$ cat config.mk
export PLATFORM = sky130hd
export DESIGN_NAME = alarm_bank
export DESIGN_NICKNAME = d
export VERILOG_FILES = /design/src/rtl/alarm_bank.sv
export SDC_FILE = /design/constraint.sdc
export NUM_CORES = 1
export LEC_CHECK = 0
export BUFFER_PORTS_ARGS = -buffer_cell sky130_fd_sc_hd__buf_4
export CAP_MARGIN = 20
export CORE_MARGIN = 2
export CORE_UTILIZATION = 48
export CTS_CLUSTER_DIAMETER = 150
export DETAILED_ROUTE_END_ITERATION = 6
export GPL_TIMING_DRIVEN = 0
export PLACE_DENSITY = 0.67
export SLEW_MARGIN = 20
export SYNTH_ARGS = -nofsm -noshare
export SYNTH_HDL_FRONTEND = slang
export SYNTH_SLANG_ARGS = --single-unit
$ cat constraint.sdc
create_clock -name clk -period 8.8 [get_ports clk]
set_input_delay 0 -clock clk [delete_from_list [all_inputs] [get_ports clk]]
set_output_delay 0 -clock clk [all_outputs]
set_load 0.02 [all_outputs]
$ cat src/rtl/alarm_bank.sv
// rtl/alarm_bank.sv - multi-channel alarm engine with snooze, dismiss and daily repeat.
// Define ALARM_BEEP_EN to pulse the sounder 1 s on / 1 s off instead of a steady ring.
module alarm_bank #(
  parameter int N_ALARMS   = 4,
  parameter int TIME_W     = 64,
  parameter int RING_SEC   = 60,
  parameter int SNOOZE_SEC = 300,
  parameter int DAY_SEC    = 86400,
  localparam int IDX_W     = (N_ALARMS > 1) ? $clog2(N_ALARMS) : 1
) (
  input  logic              clk,
  input  logic              rst,
  input  logic              sec_tick,
  input  logic [TIME_W-1:0] now,
  input  logic              wr_en,
  input  logic [IDX_W-1:0]  wr_idx,
  input  logic [TIME_W-1:0] wr_time,
  input  logic              wr_arm,
  input  logic              wr_daily,
  input  logic              snooze_btn,
  input  logic              dismiss_btn,
  output logic              ring,
  output logic              ringing,
  output logic              snoozed,
  output logic [IDX_W-1:0]  active_idx,
  output logic [N_ALARMS-1:0] pending
);

  localparam int RC_W = $clog2(RING_SEC + 1);
  localparam int SC_W = (SNOOZE_SEC > 0) ? $clog2(SNOOZE_SEC + 1) : 1;
  localparam logic [RC_W-1:0]   RING_LAST = RC_W'(RING_SEC - 1);
  localparam logic [SC_W-1:0]   SNZ_INIT  = SC_W'(SNOOZE_SEC);
  localparam logic [SC_W-1:0]   SNZ_ONE   = SC_W'(1);
  localparam logic [TIME_W-1:0] DAY_INC   = TIME_W'(DAY_SEC);

  typedef enum logic [1:0] {S_IDLE, S_RINGING, S_SNOOZE} state_t;

  state_t              state_q, state_d;
  logic [TIME_W-1:0]   time_q [N_ALARMS];
  logic [TIME_W-1:0]   time_d [N_ALARMS];
  logic [N_ALARMS-1:0] arm_q, arm_d, daily_q, daily_d, pending_q, pending_d;
  logic [IDX_W-1:0]    active_q, active_d, first_idx;
  logic [RC_W-1:0]     ring_cnt_q, ring_cnt_d;
  logic [SC_W-1:0]     snz_cnt_q, snz_cnt_d;
  logic                service, wr_ok, wr_active;

  assign wr_ok     = wr_en && ({1'b0, wr_idx} < (IDX_W + 1)'(N_ALARMS));
  assign wr_active = wr_ok && (state_q != S_IDLE) && (wr_idx == active_q);

  always_comb begin
    first_idx = '0;
    for (int i = N_ALARMS - 1; i >= 0; i--) begin
      if (pending_q[i]) first_idx = IDX_W'(i);
    end
  end

  always_ff @(posedge clk or posedge rst) begin
    if (rst) begin
      state_q    <= S_IDLE;
      active_q   <= '0;
      ring_cnt_q <= '0;
      snz_cnt_q  <= '0;
      arm_q      <= '0;
      daily_q    <= '0;
      pending_q  <= '0;
      for (int i = 0; i < N_ALARMS; i++) time_q[i] <= '0;
    end else begin
      state_q    <= state_d;
      active_q   <= active_d;
      ring_cnt_q <= ring_cnt_d;
      snz_cnt_q  <= snz_cnt_d;
      arm_q      <= arm_d;
      daily_q    <= daily_d;
      pending_q  <= pending_d;
      for (int i = 0; i < N_ALARMS; i++) time_q[i] <= time_d[i];
    end
  end

  always_comb begin
    state_d    = state_q;
    active_d   = active_q;
    ring_cnt_d = ring_cnt_q;
    snz_cnt_d  = snz_cnt_q;
    service    = 1'b0;
    case (state_q)
      S_IDLE: begin
        ring_cnt_d = '0;
        if (|pending_q) begin
          active_d = first_idx;
          state_d  = S_RINGING;
        end
      end
      S_RINGING: begin
        if (sec_tick) ring_cnt_d = ring_cnt_q + 1'b1;
        if (dismiss_btn) begin
          service = 1'b1;
          state_d = S_IDLE;
        end else if (snooze_btn) begin
          state_d   = S_SNOOZE;
          snz_cnt_d = SNZ_INIT;
        end else if (sec_tick && ring_cnt_q == RING_LAST) begin
          service = 1'b1;
          state_d = S_IDLE;
        end
      end
      S_SNOOZE: begin
        if (sec_tick) snz_cnt_d = snz_cnt_q - 1'b1;
        if (dismiss_btn) begin
          service = 1'b1;
          state_d = S_IDLE;
        end else if (sec_tick && snz_cnt_q == SNZ_ONE) begin
          state_d    = S_RINGING;
          ring_cnt_d = '0;
        end
      end
      default: state_d = S_IDLE;
    endcase
    // Reconfiguring the serviced channel abandons it; the new settings must not be serviced.
    if (wr_active) begin
      state_d = S_IDLE;
      service = 1'b0;
    end
  end

  always_comb begin
    arm_d     = arm_q;
    daily_d   = daily_q;
    pending_d = pending_q;
    for (int i = 0; i < N_ALARMS; i++) begin
      time_d[i] = time_q[i];
      if (sec_tick && arm_q[i] && time_q[i] == now) pending_d[i] = 1'b1;
      if (service && IDX_W'(i) == active_q) begin
        pending_d[i] = 1'b0;
        if (daily_q[i]) time_d[i] = time_q[i] + DAY_INC;
        else            arm_d[i]  = 1'b0;
      end
      if (wr_ok && IDX_W'(i) == wr_idx) begin
        time_d[i]    = wr_time;
        arm_d[i]     = wr_arm;
        daily_d[i]   = wr_daily;
        pending_d[i] = 1'b0;
      end
    end
  end

`ifdef ALARM_BEEP_EN
  logic beep_q, beep_d;

  assign beep_d = (state_q != S_RINGING) ? 1'b1 : (sec_tick ? ~beep_q : beep_q);

  always_ff @(posedge clk or posedge rst) begin
    if (rst) beep_q <= 1'b1;
    else     beep_q <= beep_d;
  end
`endif

  always_comb begin
    ringing = (state_q == S_RINGING);
    snoozed = (state_q == S_SNOOZE);
`ifdef ALARM_BEEP_EN
    ring    = ringing & beep_q;
`else
    ring    = ringing;
`endif
  end

  assign active_idx = active_q;
  assign pending    = pending_q;

endmodule

==> run summary <==
The run finished with clean final reports. Setup violations remaining at the end of the flow were counted as 0. The tools report the leakage power as 8.62 nW.

The worst hold path belongs to the class in -> reg. In this run, synthesis produced a sequential element count of 287. Ranked by total cell area, the synthesized netlist is headed by sky130_fd_sc_hd__dfrtp_1 38%, sky130_fd_sc_hd__xnor2_1 10%, sky130_fd_sc_hd__xor2_1 9.0%.

For the final database, setup skew stands at 0.0405 ns. The proportion of layout cells with a drive suffix above 1 is 0.0776, and the post-CTS setup repair buffer count is 0. In the routed design, unresolved DRC markers number 0. In this run, CTS created clock tree buffers numbering 37.

The synthesized design spends more area on one cell type than any other, namely sky130_fd_sc_hd__dfrtp_1. For the number of max-slew violations in the final report, the log shows 0. The worst-case IR drop observed on VDD is 0.152 mV. TritonCTS built the clock tree. The number of distinct standard cells referenced by the synthesized netlist was 75; the fmax was 256 MHz. The cell at the root of the clock tree is sky130_fd_sc_hd__clkbuf_16. In this run the tool buffered the top-level ports with 121 buffer cells. From synthesis to final layout, the design area changed by 18.8%. The maximum buffer depth of the clock tree was 3; the clock input transition at the sequential cells of the worst setup and hold paths was 0.06 ns. STA classifies the critical path startpoint as a register.

The clock tree synthesis step divided the H-tree into 2 levels. The tools report the number of antenna violations at the first check in global routing as 2. The routing usage on met3 is 0.0999.

In this run the most critical hold path is launched from now[0]. The logs give 0 for the Yosys warning count and 0.483 for the starting utilization of the core area. After clock tree synthesis, the flow added hold-fix buffers numbering 72.

At the pin with the least slew margin, the transition time is 1.10 ns. Power spread over the standard cell area amounts to 195 nW/um^2. Non-filler instance count after layout: 3103. Fill cells in the final layout number 3734. The later pin in the worst-skew pair is clocked with a latency of 0.59 ns. The top-level I/O count was 147; the worst endpoint required time was 9.22 ns. Sequential cell area fraction in the yosys report: 0.377.

After synthesis, the most frequently instantiated cells are 345 x sky130_fd_sc_hd__nand2_1, 287 x sky130_fd_sc_hd__dfrtp_1, 221 x sky130_fd_sc_hd__xnor2_1, 197 x sky130_fd_sc_hd__xor2_1, 174 x sky130_fd_sc_hd__o21ai_0. The die is 203 um wide. The logs give 18300 for the via count of the first global-routing pass and 73 for the total number of placement rows. The global placer's final weighted congestion came out at 1.04. Total congestion overflow after global routing: 0. The pre-antenna-repair detailed-routing pass consisted of 5 iterations. Measured along the y axis, the die boundary spans 203 um.

The worst path needs 3.91 ns of the cycle, external delays included. Startpoint of the most critical register-to-register path: time_q[71]. The layer flagged by global routing as most heavily used is met2. The period utilization works out to 0.444. For this block, the via count after detailed routing is 19500. The mean cell area of the mapped netlist works out to 8.23 sq um.

For the placeable core region, the log shows 39500 sq um. Share of synthesized registers carrying an async set or reset: 1.00. After layout, the design draws a total of 4.41 mW. The number of failing hold endpoints at the final stage is 0, and the number of enable flip-flop cells after synthesis is 0.

STA classifies the critical path endpoint as a register. The mapped netlist covers 19100 sq um. Post-CTS repair changed the size of 0 cells.

In this run the worst path has a maximum fanout of 10. The met1 layer usage reported by global route was 0.568; the via-per-instance ratio was 6.27. The final net count came out at 2703. The most used flip-flop cell after synthesis is sky130_fd_sc_hd__dfrtp_1. The tools report the number of nets in the synthesized netlist as 2468. The most critical setup path has its startpoint at time_q[71].

The run gives 41300 sq um as the overall die area. After the first detailed-routing iteration, the DRC count stood at 2304. Data arrives at the worst endpoint at 4.33 ns.

Entering global routing, the biggest net connects 90 pins. Worst slew margin relative to its limit: 0.265. Counting tap cells, the placed design contains a total of 2968 instances. The half-perimeter wire length after detailed placement is 68600 um. The logs give 0 for the max-cap check violation count and 0.417 for the total global-route track usage.

The tools report the global-route wire length before repair as 124000 um. The sink count of the clock tree is 287, and the average wire per standard cell is 27.9 um. After technology mapping, the gate count stands at 2319.

The antenna diode instance count is 0. The logs give 0.620 for the met2 usage and 86600 um for the aggregate routed wire length. The area share of the leading cell type in the synthesized netlist was 0.377. sky130_fd_sc_hd__nand2_1 is the most common cell in the netlist. The critical path class is reg -> reg. Setup repair after global routing left no endpoint under its margin. The number of nets with antenna violations after routing was 0.
[state kept, by name, summed over array words and instances, names as in the netlist]
name        cells
snz_cnt_q       9
active_idx      2
daily_q         4
arm_q           4
state_q         2
pending         4
ring_cnt_q      6
time_q        256
[power by group]
group          internal [mW]  switching (mW)  leakage, nW  total [mW]
registers               1.51           0.279         3.47        1.79
clock network          0.890           0.634        0.583        1.52
logic                  0.407           0.687         4.57        1.09
[cells in the final DEF, fill, tap and decap left out, types with 5 or more instances in the layout]
master                          instances
sky130_fd_sc_hd__nand2_1              345
sky130_fd_sc_hd__nor3b_1                8
sky130_fd_sc_hd__clkbuf_1             151
sky130_fd_sc_hd__nor3_1                78
sky130_fd_sc_hd__inv_1                 89
sky130_fd_sc_hd__xor2_1               197
sky130_fd_sc_hd__or3_1                 14
sky130_fd_sc_hd__and3_1                20
sky130_fd_sc_hd__clkbuf_16             39
sky130_fd_sc_hd__a31oi_1               15
sky130_fd_sc_hd__o211ai_1              13
sky130_fd_sc_hd__a22o_1                14
sky130_fd_sc_hd__buf_4                125
sky130_fd_sc_hd__xnor2_1              221
sky130_fd_sc_hd__and4_1                12
sky130_fd_sc_hd__o22ai_1               16
sky130_fd_sc_hd__nor2_1               163
sky130_fd_sc_hd__ha_1                  11
sky130_fd_sc_hd__and2_1                10
sky130_fd_sc_hd__nor4_1                93
sky130_fd_sc_hd__dfrtp_1              287
sky130_fd_sc_hd__nor4b_1               15
sky130_fd_sc_hd__nand4_1              100
sky130_fd_sc_hd__or4_1                 14
sky130_fd_sc_hd__o21a_1                 5
sky130_fd_sc_hd__o2bb2ai_1             10
sky130_fd_sc_hd__o21ai_0              174
sky130_fd_sc_hd__clkbuf_8              10
sky130_fd_sc_hd__dlygate4sd3_1         72
sky130_fd_sc_hd__nand3_1               80
sky130_fd_sc_hd__a21oi_1               79
sky130_fd_sc_hd__o31ai_1               11
[worst max-delay path, stage by stage (launching register included)]
cell and delay, ns:
sky130_fd_sc_hd__dfrtp_1 0.41, sky130_fd_sc_hd__inv_1 0.16, sky130_fd_sc_hd__ha_1 0.28, sky130_fd_sc_hd__nand4b_1 0.26
sky130_fd_sc_hd__a311oi_2 0.76, sky130_fd_sc_hd__nand4_1 0.63, sky130_fd_sc_hd__clkbuf_1 0.51, sky130_fd_sc_hd__nor4_1 0.47
sky130_fd_sc_hd__xnor2_1 0.16, sky130_fd_sc_hd__a21oi_1 0.08
[worst paths after layout]
check                         endpoint  slack, ns  cells past startpoint
setup / recovery            time_q[93]       4.89                      9
hold / removal              pending[0]       0.04                      6
setup reg to reg            time_q[93]       4.89                      9
hold reg to reg              time_q[2]       0.50                      2
max in group asynchronous  time_q[122]       7.01                      6
min in group asynchronous   state_q[1]       0.60                      4
[routing by layer]
layer,up-vias,routed length (um)
met5,-,13
met4,2,4950
met3,253,9470
met2,1199,37100
met1,9474,35100
li1,8536,-
[cell type report]
cell class	count	area (sq um)	area share
tap	525	657	0.0290
multi-input combinational	1793	11000	0.486
timing repair buffer	196	1710	0.0756
inverter	90	345	0.0152
clock buffer	58	1150	0.0506
sequential	287	7180	0.317
buffer	149	583	0.0257
clock inverter	5	28.8	0.00127
[through the flow]
stage	cell area [sq um]	worst slack (ns)	hold slack, ns	setup TNS (ns)	utilization
floorplan	19100	0.879	0.105	0	-
global placement	20600	-3.10	0.270	-882.14	0.523
detailed placement	20800	5.19	0.0278	0	0.526
CTS	22600	5.15	0.0162	0	0.574
global route	22700	4.85	0.0382	0	0.574
finish	22700	4.89	0.0355	0	0.574
[cell families (layout without fill, tap and decap cells)]
logic type / after synthesis / in the layout / synth area share
AO/OA/AOI/OAI: 386 / 386 / 0.124
XOR/XNOR: 419 / 419 / 0.193
adder cells (fa/ha/maj): 11 / 11 / 0.00722
buffers and inverters: 239 / 498 / 0.0483
flip-flops: 287 / 287 / 0.377
multiplexers: 3 / 3 / 0.00164
AND/OR/NAND/NOR: 974 / 974 / 0.250
(Power assumes the default switching activity.)
